<file path="src/rtl/etage_di_pkg.sv">
// Shared processor definitions: data/register widths, opcode encoding and
// the per-opcode operand usage decode used by the decode/issue stage.
package etage_di_pkg;

    localparam int DATA_W = 8;
    localparam int NREG_W = 4;
    localparam int DEPTH  = 3;

    typedef enum logic [7:0] {
        OP_NOP   = 8'h00,
        OP_ADD   = 8'h01,
        OP_MUL   = 8'h02,
        OP_SOU   = 8'h03,
        OP_DIV   = 8'h04,
        OP_COP   = 8'h05,
        OP_AFC   = 8'h06,
        OP_LOAD  = 8'h07,
        OP_STORE = 8'h08
    } opcode_e;

    typedef struct packed {
        logic known;
        logic use_b;
        logic use_c;
        logic writer;
    } op_info_t;

    function automatic op_info_t decode_op(input logic [7:0] op);
        op_info_t info;
        info = '0;
        case (op)
            OP_NOP:                        info.known = 1'b1;
            OP_ADD, OP_MUL, OP_SOU, OP_DIV: info = '{known: 1'b1, use_b: 1'b1, use_c: 1'b1, writer: 1'b1};
            OP_COP:                        info = '{known: 1'b1, use_b: 1'b1, use_c: 1'b0, writer: 1'b1};
            OP_AFC, OP_LOAD:               info = '{known: 1'b1, use_b: 1'b0, use_c: 1'b0, writer: 1'b1};
            OP_STORE:                      info = '{known: 1'b1, use_b: 1'b1, use_c: 1'b0, writer: 1'b0};
            default:                       info = '0;
        endcase
        return info;
    endfunction

endpackage

</file>
<file path="src/rtl/etage_di_if.sv">
// LI/DI decode-stage bus: instruction in, register-bank read port, stall
// back-pressure and the registered DI/EX outputs.
interface etage_di_if #(
    parameter int DATA_W = 8,
    parameter int NREG_W = 4
);
    logic [DATA_W-1:0] LI_OP, LI_A, LI_B, LI_C;
    logic              LI_VALID;
    logic              STALL;
    logic [NREG_W-1:0] RB_ADDR_A, RB_ADDR_B;
    logic [DATA_W-1:0] RB_QA, RB_QB;
    logic [DATA_W-1:0] DI_OP, DI_A, DI_B, DI_C;

    modport master (
        output LI_OP, LI_A, LI_B, LI_C, LI_VALID, RB_QA, RB_QB,
        input  STALL, RB_ADDR_A, RB_ADDR_B, DI_OP, DI_A, DI_B, DI_C
    );

    modport slave (
        input  LI_OP, LI_A, LI_B, LI_C, LI_VALID, RB_QA, RB_QB,
        output STALL, RB_ADDR_A, RB_ADDR_B, DI_OP, DI_A, DI_B, DI_C
    );
endinterface

</file>
<file path="src/rtl/etage_di_scoreboard.sv">
// In-flight destination tracker: a shift register of {valid, dst} slots
// (EX, MEM, RE) compared against the current instruction's sources.
module scoreboard_di #(
    parameter int NREG_W = 4,
    parameter int DEPTH  = 3
) (
    input  logic              clk,
    input  logic              rst,
    input  logic              chk_b_en,
    input  logic [NREG_W-1:0] chk_b,
    input  logic              chk_c_en,
    input  logic [NREG_W-1:0] chk_c,
    input  logic              push_valid,
    input  logic [NREG_W-1:0] push_dst,
    output logic              hazard
);
    logic [DEPTH-1:0]  vld_q, vld_d;
    logic [NREG_W-1:0] dst_q [DEPTH];
    logic [NREG_W-1:0] dst_d [DEPTH];

    always_comb begin
        vld_d    = '0;
        vld_d[0] = push_valid;
        dst_d[0] = push_dst;
        for (int i = 1; i < DEPTH; i++) begin
            vld_d[i] = vld_q[i-1];
            dst_d[i] = dst_q[i-1];
        end
    end

    always_comb begin
        hazard = 1'b0;
        for (int i = 0; i < DEPTH; i++) begin
            if (vld_q[i] && ((chk_b_en && chk_b == dst_q[i]) ||
                             (chk_c_en && chk_c == dst_q[i])))
                hazard = 1'b1;
        end
    end

    always_ff @(posedge clk) begin
        if (rst) begin
            vld_q <= '0;
            for (int i = 0; i < DEPTH; i++) dst_q[i] <= '0;
        end else begin
            vld_q <= vld_d;
            for (int i = 0; i < DEPTH; i++) dst_q[i] <= dst_d[i];
        end
    end

endmodule

</file>
<file path="src/rtl/etage_di.sv">
// Decode/issue stage: reads operands from the register bank, stalls on RAW
// hazards against in-flight writers and registers the DI/EX operands.
module etage_di #(
    parameter int DATA_W = etage_di_pkg::DATA_W,
    parameter int NREG_W = etage_di_pkg::NREG_W,
    parameter int DEPTH  = etage_di_pkg::DEPTH
) (
    input logic       CLK,
    input logic       RST,
    etage_di_if.slave bus
);
    import etage_di_pkg::*;

    op_info_t          info;
    logic              use_b, use_c, hazard, issue;
    logic [DATA_W-1:0] di_op_q, di_op_d, di_a_q, di_a_d;
    logic [DATA_W-1:0] di_b_q, di_b_d, di_c_q, di_c_d;

    // Opcodes with any bit set above the 8-bit encoding are unknown as well.
    always_comb begin
        info = decode_op(bus.LI_OP[7:0]);
        if ((bus.LI_OP >> 8) != '0) info = '0;
    end

    assign use_b = bus.LI_VALID & info.use_b;
    assign use_c = bus.LI_VALID & info.use_c;
    assign issue = bus.LI_VALID & info.known & ~hazard;

    assign bus.RB_ADDR_A = bus.LI_B[NREG_W-1:0];
    assign bus.RB_ADDR_B = bus.LI_C[NREG_W-1:0];
    assign bus.STALL     = hazard;

    scoreboard_di #(.NREG_W(NREG_W), .DEPTH(DEPTH)) u_scoreboard (
        .clk        (CLK),
        .rst        (RST),
        .chk_b_en   (use_b),
        .chk_b      (bus.LI_B[NREG_W-1:0]),
        .chk_c_en   (use_c),
        .chk_c      (bus.LI_C[NREG_W-1:0]),
        .push_valid (issue & info.writer),
        .push_dst   (bus.LI_A[NREG_W-1:0]),
        .hazard     (hazard)
    );

    always_comb begin
        di_op_d = '0;
        di_a_d  = '0;
        di_b_d  = '0;
        di_c_d  = '0;
        if (issue) begin
            di_op_d = bus.LI_OP;
            di_a_d  = bus.LI_A;
            di_b_d  = info.use_b ? bus.RB_QA : bus.LI_B;
            di_c_d  = info.use_c ? bus.RB_QB : bus.LI_C;
        end
    end

    always_ff @(posedge CLK) begin
        if (RST) begin
            di_op_q <= '0;
            di_a_q  <= '0;
            di_b_q  <= '0;
            di_c_q  <= '0;
        end else begin
            di_op_q <= di_op_d;
            di_a_q  <= di_a_d;
            di_b_q  <= di_b_d;
            di_c_q  <= di_c_d;
        end
    end

    assign bus.DI_OP = di_op_q;
    assign bus.DI_A  = di_a_q;
    assign bus.DI_B  = di_b_q;
    assign bus.DI_C  = di_c_q;

endmodule

</file>
<file path="src/flat_wrapper.sv">
// flat-port wrapper written by rule: the top's interface ports become plain ports
module etage_di_flat import etage_di_pkg::*;
#(
    parameter int DATA_W = etage_di_pkg::DATA_W,
    parameter int NREG_W = etage_di_pkg::NREG_W,
    parameter int DEPTH  = etage_di_pkg::DEPTH
)
  (CLK, RST, bus_LI_OP, bus_LI_A, bus_LI_B, bus_LI_C, bus_LI_VALID, bus_RB_QA, bus_RB_QB, bus_STALL, bus_RB_ADDR_A, bus_RB_ADDR_B, bus_DI_OP, bus_DI_A, bus_DI_B, bus_DI_C);
  etage_di_if #(.DATA_W(DATA_W), .NREG_W(NREG_W)) bus_i ();
  input logic CLK;
  input logic RST;
  input wire logic [$bits(bus_i.LI_OP)-1:0] bus_LI_OP;
  input wire logic [$bits(bus_i.LI_A)-1:0] bus_LI_A;
  input wire logic [$bits(bus_i.LI_B)-1:0] bus_LI_B;
  input wire logic [$bits(bus_i.LI_C)-1:0] bus_LI_C;
  input wire logic [$bits(bus_i.LI_VALID)-1:0] bus_LI_VALID;
  input wire logic [$bits(bus_i.RB_QA)-1:0] bus_RB_QA;
  input wire logic [$bits(bus_i.RB_QB)-1:0] bus_RB_QB;
  output wire logic [$bits(bus_i.STALL)-1:0] bus_STALL;
  output wire logic [$bits(bus_i.RB_ADDR_A)-1:0] bus_RB_ADDR_A;
  output wire logic [$bits(bus_i.RB_ADDR_B)-1:0] bus_RB_ADDR_B;
  output wire logic [$bits(bus_i.DI_OP)-1:0] bus_DI_OP;
  output wire logic [$bits(bus_i.DI_A)-1:0] bus_DI_A;
  output wire logic [$bits(bus_i.DI_B)-1:0] bus_DI_B;
  output wire logic [$bits(bus_i.DI_C)-1:0] bus_DI_C;
  assign bus_i.LI_OP = bus_LI_OP;
  assign bus_i.LI_A = bus_LI_A;
  assign bus_i.LI_B = bus_LI_B;
  assign bus_i.LI_C = bus_LI_C;
  assign bus_i.LI_VALID = bus_LI_VALID;
  assign bus_i.RB_QA = bus_RB_QA;
  assign bus_i.RB_QB = bus_RB_QB;
  assign bus_STALL = bus_i.STALL;
  assign bus_RB_ADDR_A = bus_i.RB_ADDR_A;
  assign bus_RB_ADDR_B = bus_i.RB_ADDR_B;
  assign bus_DI_OP = bus_i.DI_OP;
  assign bus_DI_A = bus_i.DI_A;
  assign bus_DI_B = bus_i.DI_B;
  assign bus_DI_C = bus_i.DI_C;
  etage_di #(.DATA_W(DATA_W), .NREG_W(NREG_W), .DEPTH(DEPTH)) u_core (.CLK(CLK), .RST(RST), .bus(bus_i));
endmodule
</file>
<file path="config.mk">
export PLATFORM = sky130hd
export DESIGN_NAME = etage_di_flat
export DESIGN_NICKNAME = d
export VERILOG_FILES = /design/src/rtl/etage_di_pkg.sv /design/src/rtl/etage_di_if.sv /design/src/rtl/etage_di_scoreboard.sv /design/src/rtl/etage_di.sv /design/src/flat_wrapper.sv
export SDC_FILE = /design/constraint.sdc
export NUM_CORES = 1
export LEC_CHECK = 0
export BUFFER_PORTS_ARGS = -buffer_cell sky130_fd_sc_hd__buf_2
export CORE_MARGIN = 1.5
export CORE_UTILIZATION = 50
export DETAILED_ROUTE_END_ITERATION = 10
export HOLD_SLACK_MARGIN = 0.12
export PLACE_DENSITY_LB_ADDON = 0.15
export SYNTH_ARGS = -nofsm -noshare
export SYNTH_HDL_FRONTEND = slang
export SYNTH_SLANG_ARGS = --single-unit
</file>
<file path="constraint.sdc">
create_clock -name CLK -period 3.33 [get_ports CLK]
set_clock_uncertainty 0.2 [all_clocks]
set_input_delay 0 -clock CLK [delete_from_list [all_inputs] [get_ports CLK]]
set_output_delay 0 -clock CLK [all_outputs]
set_load 0.005 [all_outputs]
</file>
==> run metrics <==
flops & latches, synth 47; Post-Route WL approximately 5500 um; first-pass GRT wire length slightly above 8000 um; Worst path slowest cell dlygate4sd3_1; # setup viols final 0; hpwl dp 3240 um; RSZ-0062 raised after global routing no; Slew @ Worst Pin 669 ps; largest net degree at the start of global routing 30; R2R Path Start u_core.u_scoreboard.dst_q[0][8]; nets@finish roughly 380; Vias/cell between 4 and 5; fin crit period approximately 3000 ps; die area 4530 um2; crit share post-route 89.7%; GRT overflow 0; core area 4000 um2; worst hold start u_core.u_scoreboard.vld_q[0]; CP max stage delay 540 ps; Max-Cap Viols 0; critical path launch point type input port; Power Density 337 nW/um2; # IOs 92; yosys warns 0; Worst Path Max Fanout 16; VDD IR-drop max ~340 uV; Rel. slew slack between 50% and 60%; Netlist cell types 33; post-route antenna net violation count 0; CP endpoint kind primary output; layout cells sized above 1 between 30% and 40%; Max Fclk around 330 MHz; initial core utilization between 50% and 60%; CTS tree done; CP Launch Point bus_LI_OP[7]; root buf cell clkbuf_8; Finished Core Util about four fifths; final hold vios 0; placed cell count a little over 300; initial antenna violation count 0; sequential-to-total area share from yosys stat between 40% and 50%; worst path arrival time around 2800 ps; routed wire length per instance about 14 um; most frequent cells in the layout buf_2 (91), dlygate4sd3_1 (60), dfxtp_1 (47), xor2_1 (18), mux2i_1 (16); H-tree depth 2; clk sink count 47; DR vias roughly 1900; vias in the first global route around 1800; gpl congestion approximately 0.85; Max clock buf depth 2; clock slew at reported path FFs approximately 80 ps; Max Slew Vio Count 0; all-layer global routing usage between 20 and 25%; chip width about 67 um; crit-path cells dlygate4sd3_1 > buf_2 > or4_4 > and4bb_1 > buf_4 > a21boi_4 > buf_4 > o31a_1 > buf_2; setup_tns 0 ps; WS Path Type input port to primary output; cells after synthesis 182; # port buffers between 90 and 100; Area Growth Syn to Fin 53.3%; status completed; flop-to-flop setup slack around 1200 ps; hold crit path type flop to flop; most common cell after layout, fill and taps aside buf_2; Mean Syn Cell Area 11.4 um2; Critical Path RT 3130 ps; Non-Filler Instances about 380; Initial DRC Count 75; Skew-Pair Late Insertion Delay 300 ps; cts bufs inserted 5; Leakage about 1.4 nW; Mapped Area a little over 2000 um2; hold_ws just under 300 ps; DRC Markers 0; diodes inserted 0; row count 23; Pre-antenna DRT Iters 4; chip height between 60 and 70 um; cts repair resizes 0
Yosys cell counts, drive strengths merged:
cell     instances  share of area (%)
mux2i           16                7.7
or3b             1               0.42
nand2            2               0.48
and4bb           1               0.60
nand3            5                1.2
nand4            1                1.0
nand2b           1               0.30
a2111oi          1                1.3
dfxtp           47                 45
or3              1               0.54
nor4            17                8.2
xnor2            6                2.5
o31a             1               0.42
a21boi           1               0.91
nor2b           14                4.2
conb             1               0.18
nor2             2               0.36
a31oi            1               0.30
nor4b           12                5.1
or4              1               0.54
buf             19                7.4
xor2            18                7.6
a21oi            1               0.24
nor3             7                1.7
o21bai           1               0.36
o21ai            1               0.24
inv              2               0.36
clkbuf           1               0.18
per-layer routing:
metal  vias to the layer above  GRT usage (%)  wire (um)
met2                        73           47.0       2940
met4                         0           7.40         72
li1                        921              -          -
met3                         8           5.67        314
met5                         -              0          0
met1                       863           25.5       2140
registers in the layout, summed over array words and instances, names as in the netlist:
name	count
u_core.u_scoreboard.vld_q	3
u_core.bus.DI_B	8
u_core.bus.DI_OP	8
u_core.u_scoreboard.dst_q	12
u_core.bus.DI_C	8
u_core.bus.DI_A	8
path summary, 6_finish.rpt:
path / end / cells past startpoint
max: bus_STALL / 9
min: u_core.u_scoreboard.vld_q[1] / 1
max reg2reg: u_core.bus.DI_A[0] / 6
min reg2reg: u_core.u_scoreboard.vld_q[1] / 1
metrics by stage:
| stage | worst slack, ps | power [mW] | instance area (um2) |
|---|---|---|---|
| after floorplan | 1520 | 0.645 | 2080 |
| after global placement | 930 | 0.693 | 2490 |
| after detailed placement | 904 | 0.694 | 2490 |
| after CTS | 400 | 1.08 | 3170 |
| after global routing | 203 | 1.11 | 3170 |
| final | 343 | 1.07 | 3170 |
kinds of logic after synthesis:
kind of cell | after synthesis | share of synthesized area (%)
flops | 47 | 45.5
mux | 16 | 7.74
buf+inv | 22 | 7.98
simple gates | 65 | 24.7
other cells | 1 | 0.181
compound gates | 7 | 3.81
xor+xnor | 24 | 10.2
critical path, delay by kind of cell:
kind / cells / cell delay (ps)
simple gates: 2 / 800
compound gates: 2 / 660
buf+inv: 5 / 1320
power by group:
group / internal, mW / switching (mW)
logic: 0.101 / 0.0606
clock network: 0.147 / 0.184
registers: 0.571 / 0.00681
total: 0.819 / 0.251
area by class of cell:
class	count	area, um2
clock buffers	6	72.6
clock inverters	2	12.5
fillers	262	828
inverters	2	7.51
multi-input cells	116	990
flip-flops and latches	47	941
well taps	50	62.6
repair buffers	155	1090
timing repair:
item | 4_1_cts | 5_1_grt
endpoints found under the hold margin | 52 | 0
hold buffers | 60 | 0
setup buffers | 0 | 0
(Power assumes the default switching activity.)
